==> config.mk <==
export PLATFORM = sky130hd
export DESIGN_NAME = mem_arbiter_flat
export DESIGN_NICKNAME = d
export VERILOG_FILES = /design/src/rtl/mem_arbiter_if.sv /design/src/rtl/mem_arbiter.sv /design/src/flat_wrapper.sv
export SDC_FILE = /design/constraint.sdc
export NUM_CORES = 1
export LEC_CHECK = 0
export CORE_UTILIZATION = 25
export DETAILED_ROUTE_END_ITERATION = 6
export PLACE_DENSITY_LB_ADDON = 0.25
export RECOVER_POWER = 25
export SYNTH_ARGS = -nofsm -noshare
export SYNTH_HDL_FRONTEND = slang
export SYNTH_SLANG_ARGS = --single-unit
==> constraint.sdc <==
create_clock -name clk_i -period 2.4 [get_ports clk_i]
set_clock_uncertainty 0.2 [all_clocks]
set_input_delay 0.48 -clock clk_i [delete_from_list [all_inputs] [get_ports clk_i]]
set_output_delay 0.48 -clock clk_i [all_outputs]
set_load 0.005 [all_outputs]
==> src/rtl/mem_arbiter_if.sv <==
// Bundle of fetch, load/store and memory-side signals for mem_arbiter.
// master: arbiter view; slave: requesters and memory model view.
interface mem_arbiter_if;
    logic        if_req;
    logic [31:0] if_addr;
    logic        if_gnt;
    logic        if_rvalid;
    logic [31:0] if_rdata;

    logic        ls_req;
    logic [31:0] ls_addr;
    logic        ls_we;
    logic [1:0]  ls_bs;
    logic [31:0] ls_wdata;
    logic        ls_gnt;
    logic        ls_rvalid;
    logic [31:0] ls_rdata;

    logic        mem_req;
    logic [31:0] mem_addr;
    logic        mem_we;
    logic [1:0]  mem_bs;
    logic [31:0] mem_wdata;
    logic        mem_ready;
    logic [31:0] mem_rdata;

    modport master (
        input  if_req, if_addr,
        output if_gnt, if_rvalid, if_rdata,
        input  ls_req, ls_addr, ls_we, ls_bs, ls_wdata,
        output ls_gnt, ls_rvalid, ls_rdata,
        output mem_req, mem_addr, mem_we, mem_bs, mem_wdata,
        input  mem_ready, mem_rdata
    );

    modport slave (
        output if_req, if_addr,
        input  if_gnt, if_rvalid, if_rdata,
        output ls_req, ls_addr, ls_we, ls_bs, ls_wdata,
        input  ls_gnt, ls_rvalid, ls_rdata,
        input  mem_req, mem_addr, mem_we, mem_bs, mem_wdata,
        output mem_ready, mem_rdata
    );
endinterface

==> src/rtl/mem_arbiter.sv <==
// Two-port (fetch, load/store) arbiter onto a single memory port, one access in flight.
// Define ARB_RR_EN for alternating arbitration under contention; default is load/store priority.
module mem_arbiter (
    input  logic                 clk_i,
    input  logic                 rst_ni,
    mem_arbiter_if.master        bus,
    output logic                 busy_o
);

    typedef enum logic [1:0] {IDLE, IF_BUSY, LS_BUSY} state_t;

    state_t      state_q, state_d;
    logic [31:0] addr_q;
    logic        we_q;
    logic [1:0]  bs_q;
    logic [31:0] wdata_q;
    logic        if_rvalid_q, ls_rvalid_q;
    logic [31:0] if_rdata_q, ls_rdata_q;
    logic        ls_pick;
    logic        if_gnt, ls_gnt;
    logic        idle;

    assign idle = (state_q == IDLE);

`ifdef ARB_RR_EN
    // last_ls_q = 1 when the load/store port owned the most recent acceptance
    logic last_ls_q;

    always_ff @(posedge clk_i or negedge rst_ni) begin
        if (!rst_ni)     last_ls_q <= 1'b0;
        else if (ls_gnt) last_ls_q <= 1'b1;
        else if (if_gnt) last_ls_q <= 1'b0;
    end

    assign ls_pick = bus.ls_req && (!bus.if_req || !last_ls_q);
`else
    assign ls_pick = bus.ls_req;
`endif

    // Grants are gated by reset so they drop asynchronously with it
    assign ls_gnt = rst_ni && idle && ls_pick;
    assign if_gnt = rst_ni && idle && bus.if_req && !ls_pick;

    always_comb begin
        state_d = state_q;
        case (state_q)
            IDLE: begin
                if (ls_gnt)      state_d = LS_BUSY;
                else if (if_gnt) state_d = IF_BUSY;
            end
            IF_BUSY, LS_BUSY: begin
                if (bus.mem_ready) state_d = IDLE;
            end
            default: state_d = IDLE;
        endcase
    end

    always_ff @(posedge clk_i or negedge rst_ni) begin
        if (!rst_ni) begin
            state_q     <= IDLE;
            addr_q      <= '0;
            we_q        <= 1'b0;
            bs_q        <= '0;
            wdata_q     <= '0;
            if_rvalid_q <= 1'b0;
            ls_rvalid_q <= 1'b0;
            if_rdata_q  <= '0;
            ls_rdata_q  <= '0;
        end else begin
            state_q     <= state_d;
            if_rvalid_q <= 1'b0;
            ls_rvalid_q <= 1'b0;
            if (ls_gnt) begin
                addr_q  <= bus.ls_addr;
                we_q    <= bus.ls_we;
                bs_q    <= bus.ls_bs;
                wdata_q <= bus.ls_wdata;
            end else if (if_gnt) begin
                addr_q  <= bus.if_addr;
                we_q    <= 1'b0;
                bs_q    <= 2'b11;
                wdata_q <= '0;
            end
            if (bus.mem_ready) begin
                if (state_q == IF_BUSY) begin
                    if_rvalid_q <= 1'b1;
                    if_rdata_q  <= bus.mem_rdata;
                end else if (state_q == LS_BUSY) begin
                    ls_rvalid_q <= 1'b1;
                    ls_rdata_q  <= we_q ? '0 : bus.mem_rdata;
                end
            end
        end
    end

    assign bus.if_gnt    = if_gnt;
    assign bus.ls_gnt    = ls_gnt;
    assign bus.if_rvalid = if_rvalid_q;
    assign bus.ls_rvalid = ls_rvalid_q;
    assign bus.if_rdata  = if_rdata_q;
    assign bus.ls_rdata  = ls_rdata_q;

    assign bus.mem_req   = !idle;
    assign bus.mem_addr  = addr_q;
    assign bus.mem_we    = we_q;
    assign bus.mem_bs    = bs_q;
    assign bus.mem_wdata = wdata_q;
    assign busy_o        = !idle;

endmodule

==> src/flat_wrapper.sv <==
// flat-port wrapper written by rule: the top's interface ports become plain ports
module mem_arbiter_flat 
  (clk_i, rst_ni, busy_o, bus_if_req, bus_if_addr, bus_if_gnt, bus_if_rvalid, bus_if_rdata, bus_ls_req, bus_ls_addr, bus_ls_we, bus_ls_bs, bus_ls_wdata, bus_ls_gnt, bus_ls_rvalid, bus_ls_rdata, bus_mem_req, bus_mem_addr, bus_mem_we, bus_mem_bs, bus_mem_wdata, bus_mem_ready, bus_mem_rdata);
  mem_arbiter_if bus_i ();
  input  logic clk_i;
  input  logic rst_ni;
  output logic busy_o;
  input wire logic [$bits(bus_i.if_req)-1:0] bus_if_req;
  input wire logic [$bits(bus_i.if_addr)-1:0] bus_if_addr;
  output wire logic [$bits(bus_i.if_gnt)-1:0] bus_if_gnt;
  output wire logic [$bits(bus_i.if_rvalid)-1:0] bus_if_rvalid;
  output wire logic [$bits(bus_i.if_rdata)-1:0] bus_if_rdata;
  input wire logic [$bits(bus_i.ls_req)-1:0] bus_ls_req;
  input wire logic [$bits(bus_i.ls_addr)-1:0] bus_ls_addr;
  input wire logic [$bits(bus_i.ls_we)-1:0] bus_ls_we;
  input wire logic [$bits(bus_i.ls_bs)-1:0] bus_ls_bs;
  input wire logic [$bits(bus_i.ls_wdata)-1:0] bus_ls_wdata;
  output wire logic [$bits(bus_i.ls_gnt)-1:0] bus_ls_gnt;
  output wire logic [$bits(bus_i.ls_rvalid)-1:0] bus_ls_rvalid;
  output wire logic [$bits(bus_i.ls_rdata)-1:0] bus_ls_rdata;
  output wire logic [$bits(bus_i.mem_req)-1:0] bus_mem_req;
  output wire logic [$bits(bus_i.mem_addr)-1:0] bus_mem_addr;
  output wire logic [$bits(bus_i.mem_we)-1:0] bus_mem_we;
  output wire logic [$bits(bus_i.mem_bs)-1:0] bus_mem_bs;
  output wire logic [$bits(bus_i.mem_wdata)-1:0] bus_mem_wdata;
  input wire logic [$bits(bus_i.mem_ready)-1:0] bus_mem_ready;
  input wire logic [$bits(bus_i.mem_rdata)-1:0] bus_mem_rdata;
  assign bus_i.if_req = bus_if_req;
  assign bus_i.if_addr = bus_if_addr;
  assign bus_if_gnt = bus_i.if_gnt;
  assign bus_if_rvalid = bus_i.if_rvalid;
  assign bus_if_rdata = bus_i.if_rdata;
  assign bus_i.ls_req = bus_ls_req;
  assign bus_i.ls_addr = bus_ls_addr;
  assign bus_i.ls_we = bus_ls_we;
  assign bus_i.ls_bs = bus_ls_bs;
  assign bus_i.ls_wdata = bus_ls_wdata;
  assign bus_ls_gnt = bus_i.ls_gnt;
  assign bus_ls_rvalid = bus_i.ls_rvalid;
  assign bus_ls_rdata = bus_i.ls_rdata;
  assign bus_mem_req = bus_i.mem_req;
  assign bus_mem_addr = bus_i.mem_addr;
  assign bus_mem_we = bus_i.mem_we;
  assign bus_mem_bs = bus_i.mem_bs;
  assign bus_mem_wdata = bus_i.mem_wdata;
  assign bus_i.mem_ready = bus_mem_ready;
  assign bus_i.mem_rdata = bus_mem_rdata;
  mem_arbiter u_core (.clk_i(clk_i), .rst_ni(rst_ni), .bus(bus_i), .busy_o(busy_o));
endmodule
==> results.md <==
| Parameter | Reported |
|---|---|
| Vias/cell | 4.648 |
| Hold Worst Slack | 0.2802 ns |
| Final Non-Filler Cells | 1032 |
| CP top delay family | buffers and inverters |
| Horizontal die dimension | 152.3 µm |
| Synth-to-Final Area Change | 65.03% |
| Category of the most critical setup path | reg2out |
| Power Density | 1230 nW/µm² |
| Min-Delay Path Class | reg2reg |
| Number of search-and-repair iterations in the first detailed-routing pass | 7 |
| Final critical delay including setup and external delays | 2.309 ns |
| Detail Route Antenna Nets | 0 |
| Count of flip-flops with a built-in enable after synthesis | 0 |
| Final std cell area, no fill | 9316 µm² |
| Initial core utilization | 25.71% |
| Vias in the first global route | 5034 |
| Violated checks | design-rule violations |
| Maximum fanout along the worst path | 4 |
| Post-detailed-route DRC marker count | 20 |
| Number of clock sinks | 135 |
| Count of nets after finishing | 878 |
| Row Count | 54 |
| Height of the die | 152.3 µm |
| Final worst-path cycle share | 96.22% |
| Post-Synthesis Mean Instance Area | 12.30 µm² |
| Total wire length after detailed routing | 17610 µm |
| Final weighted congestion in routability-driven placement | 0.7703 |
| Largest area contributor in the synthesized netlist | dfrtp_1 |
| Critical Path AT | 1.63 ns |
| Synthesized area | 5645 µm² |
| Critical Path Max Stage Delay | 0.40 ns |
| Number of maximum-capacitance violations | 0 |
| Number of port buffers | 272 |
| Post-Route Setup TNS | 0 ns |
| Initial DRC Count | 239 |
| Post-detail-place hpwl | 12500 µm |
| Share of Yosys cell area claimed by the top area cell type | 59.84% |
| Total number of vias | 4797 |
| Max-slew violation count | 0 |
| Crit path buffers/inverters | 4 |
| Maximum count of clock buffers along a single path | 2 |
| Cell types with the largest area share after synthesis | dfrtp_1, mux2_2, a22o_1 |
| Run status | finished, violations left |
| Achievable Freq | 433.0 MHz |
| Placeable core area | 21960 µm² |
| Number of I/O pins | 273 |
| Unrepaired setup endpoints after global routing | false |
| Total routing usage reported by global routing | 15.63% |
| Die outline area | 23190 µm² |
| Static Leak | 3.936 nW |
| Placed Instances | 995 |
| Overall overflow remaining after global route | 0 |
| Clock insertion delay at the later pin of the skew report | 0.41 ns |
| CP cell instances | inv_2, ha_4, buf_4, clkinvlp_4, dlygate4sd2_1 |
| Required time worst endpoint | 1.72 ns |
| Ys flop type | dfrtp_1 |
| Slowest cell on the critical path | dfrtp_1 |
| Actual transition at the worst max-transition pin | 1.216 ns |
| CTS tree | yes |
| Wire length of the first global-routing pass | 28310 µm |
| Synthesis Warnings | 0 |
| Most frequently used cell type in the post-synthesis netlist | dfrtp_1 |
| Antenna violations before repair | 0 |
| CTS Root Buffer Type | clkbuf_16 |
| Pin count of the biggest net entering global routing | 66 |
| Number of buffers added by the clock tree synthesis step | 17 |
| Ant diodes | 0 |
| Most numerous cell types in the synthesized netlist | dfrtp_1, nand2_1, a22o_1, nand2b_1 |
| FF+latch count, synth | 135 |
| Peak ir drop on the vdd network | 0.0004485 V |
| Share of synthesized area occupied by flip-flops and latches | 59.84% |
| Share of post-route cells with drive strength above 1 | 15.69% |
| Library cells used by synthesis | 30 |
| Sort of element at the end of the critical path | output pin |
| Clock input transition at the sequential cells of the worst setup and hold paths | 0.06 ns |
| Type of origin of the critical path | flop |
| Final Setup Violations | 0 |
| Number of hold violations in the final report | 0 |
| Level count of the clock H-tree | 4 |
| Gate Count Post-Synth | 459 |
| Rel. slew slack | 18.96% |
| DP Area | 8728 µm² |
| Net count after synthesis | 598 |
| Filler cells | 2018 |
| Post-detailed-route wirelength per cell | 17.06 µm |
| Synth async-reset ratio | 100.0% |
[final timing paths]
check	slack, ns	end	cells after the start	start
min	0.28	u_core.bus.ls_rdata[25]$_DFFE_PN0P_	2	u_core.bus.ls_rdata[25]$_DFFE_PN0P_
max	0.09	busy_o	5	u_core.state_q[0]$_DFFE_PN0P_
min reg2reg	0.28	u_core.bus.ls_rdata[25]$_DFFE_PN0P_	2	u_core.bus.ls_rdata[25]$_DFFE_PN0P_
max in group asynchronous	0.42	u_core.bus.if_rdata[30]$_DFFE_PN0P_	3	rst_ni
min in group asynchronous	0.39	u_core.bus.mem_addr[6]$_DFFE_PN0P_	2	rst_ni
max reg2reg	0.20	u_core.bus.mem_wdata[9]$_DFFE_PN0P_	7	u_core.state_q[0]$_DFFE_PN0P_
[area by class of cell]
cell class              count  area, µm²  area share [%]
clock inverters            14      125.1           1.343
multi-input cells         282       2073           22.25
flip-flops and latches    135       3378           36.26
well taps                 280      350.3           3.760
inverters                   6      26.28          0.2820
repair buffers            297       2934           31.49
clock buffers              18      429.2           4.607
[state kept, by name, indices dropped and copies added (netlist names), 2 cells and up]
signal,cells
u_core.bus.mem_bs,2
u_core.bus.mem_wdata,32
u_core.bus.mem_addr,32
u_core.bus.ls_rdata,32
u_core.bus.if_rdata,32
u_core.state_q,2
[cell families after synthesis]
logic type,after synthesis,share of synthesized area (%)
AOI/OAI and AO/OA,137,19.99
adders and majority gates,3,0.6650
buffers and inverters,42,3.834
DFF,135,59.84
muxes,32,6.383
and+or+nand+nor,110,9.287
[what timing repair did]
action,4_1_cts,5_1_grt
gates cloned,0,0
endpoints found under the hold margin,39,0
buffers inserted,3,1
setup endpoints to repair,4,3
resized for setup,11,3
hold buffers,1,0
[metal layers]
metal / GRT usage, % / part of all wire [%] / up-vias
met1: 19.99 / 42 / 2329
met5: 0 / 0 / -
met4: 6.657 / 1.9 / 0
met2: 24.60 / 48 / 210
li1: - / - / 2235
met3: 4.522 / 8.1 / 23
[metrics by stage]
stage	util, %	total power [W]	setup WS [ns]
2_1_floorplan	-	0.005907	0.4661
3_3_place_gp	39.75	0.008905	-0.1735
3_5_place_dp	39.75	0.009041	-0.1714
4_1_cts	42.44	0.01162	0.007783
5_1_grt	42.43	0.01223	0.01157
6_report	42.43	0.01146	0.09071
[layout by cell type (no fill, tap or decap), types with 2 or more instances in the layout]
cell type,n
inv_6,3
buf_4,18
clkinvlp_4,4
a31oi_1,2
mux2_2,32
and2_4,2
nand2b_1,33
dfrtp_1,135
clkbuf_2,2
clkdlybuf4s50_1,267
a22o_1,33
ha_1,2
a32oi_1,32
dlygate4sd2_1,2
clkinv_2,4
o22a_1,2
o21ai_0,32
inv_1,2
a22oi_2,20
a22oi_1,12
inv_2,3
clkbuf_16,17
buf_12,3
nand2_1,67
clkinv_4,3
clkbuf_1,3
[worst reg2reg max path: cells and delay by family, from the launching register on]
kind,cells,cell delay [ns]
adder cells (fa/ha/maj),1,0.15
buffers and inverters,3,0.80
flip-flops,1,0.40
AO/OA/AOI/OAI,1,0.36
AND/OR/NAND/NOR,2,0.22
[report_power, final]
part	leakage, nW	internal (W)	switching (W)
Combinational	2.00	0.00315	0.00179
Sequential	1.67	0.00337	0.000701
Clock	0.267	0.00143	0.00102
No activity file was read; power rests on OpenSTA's default activity.
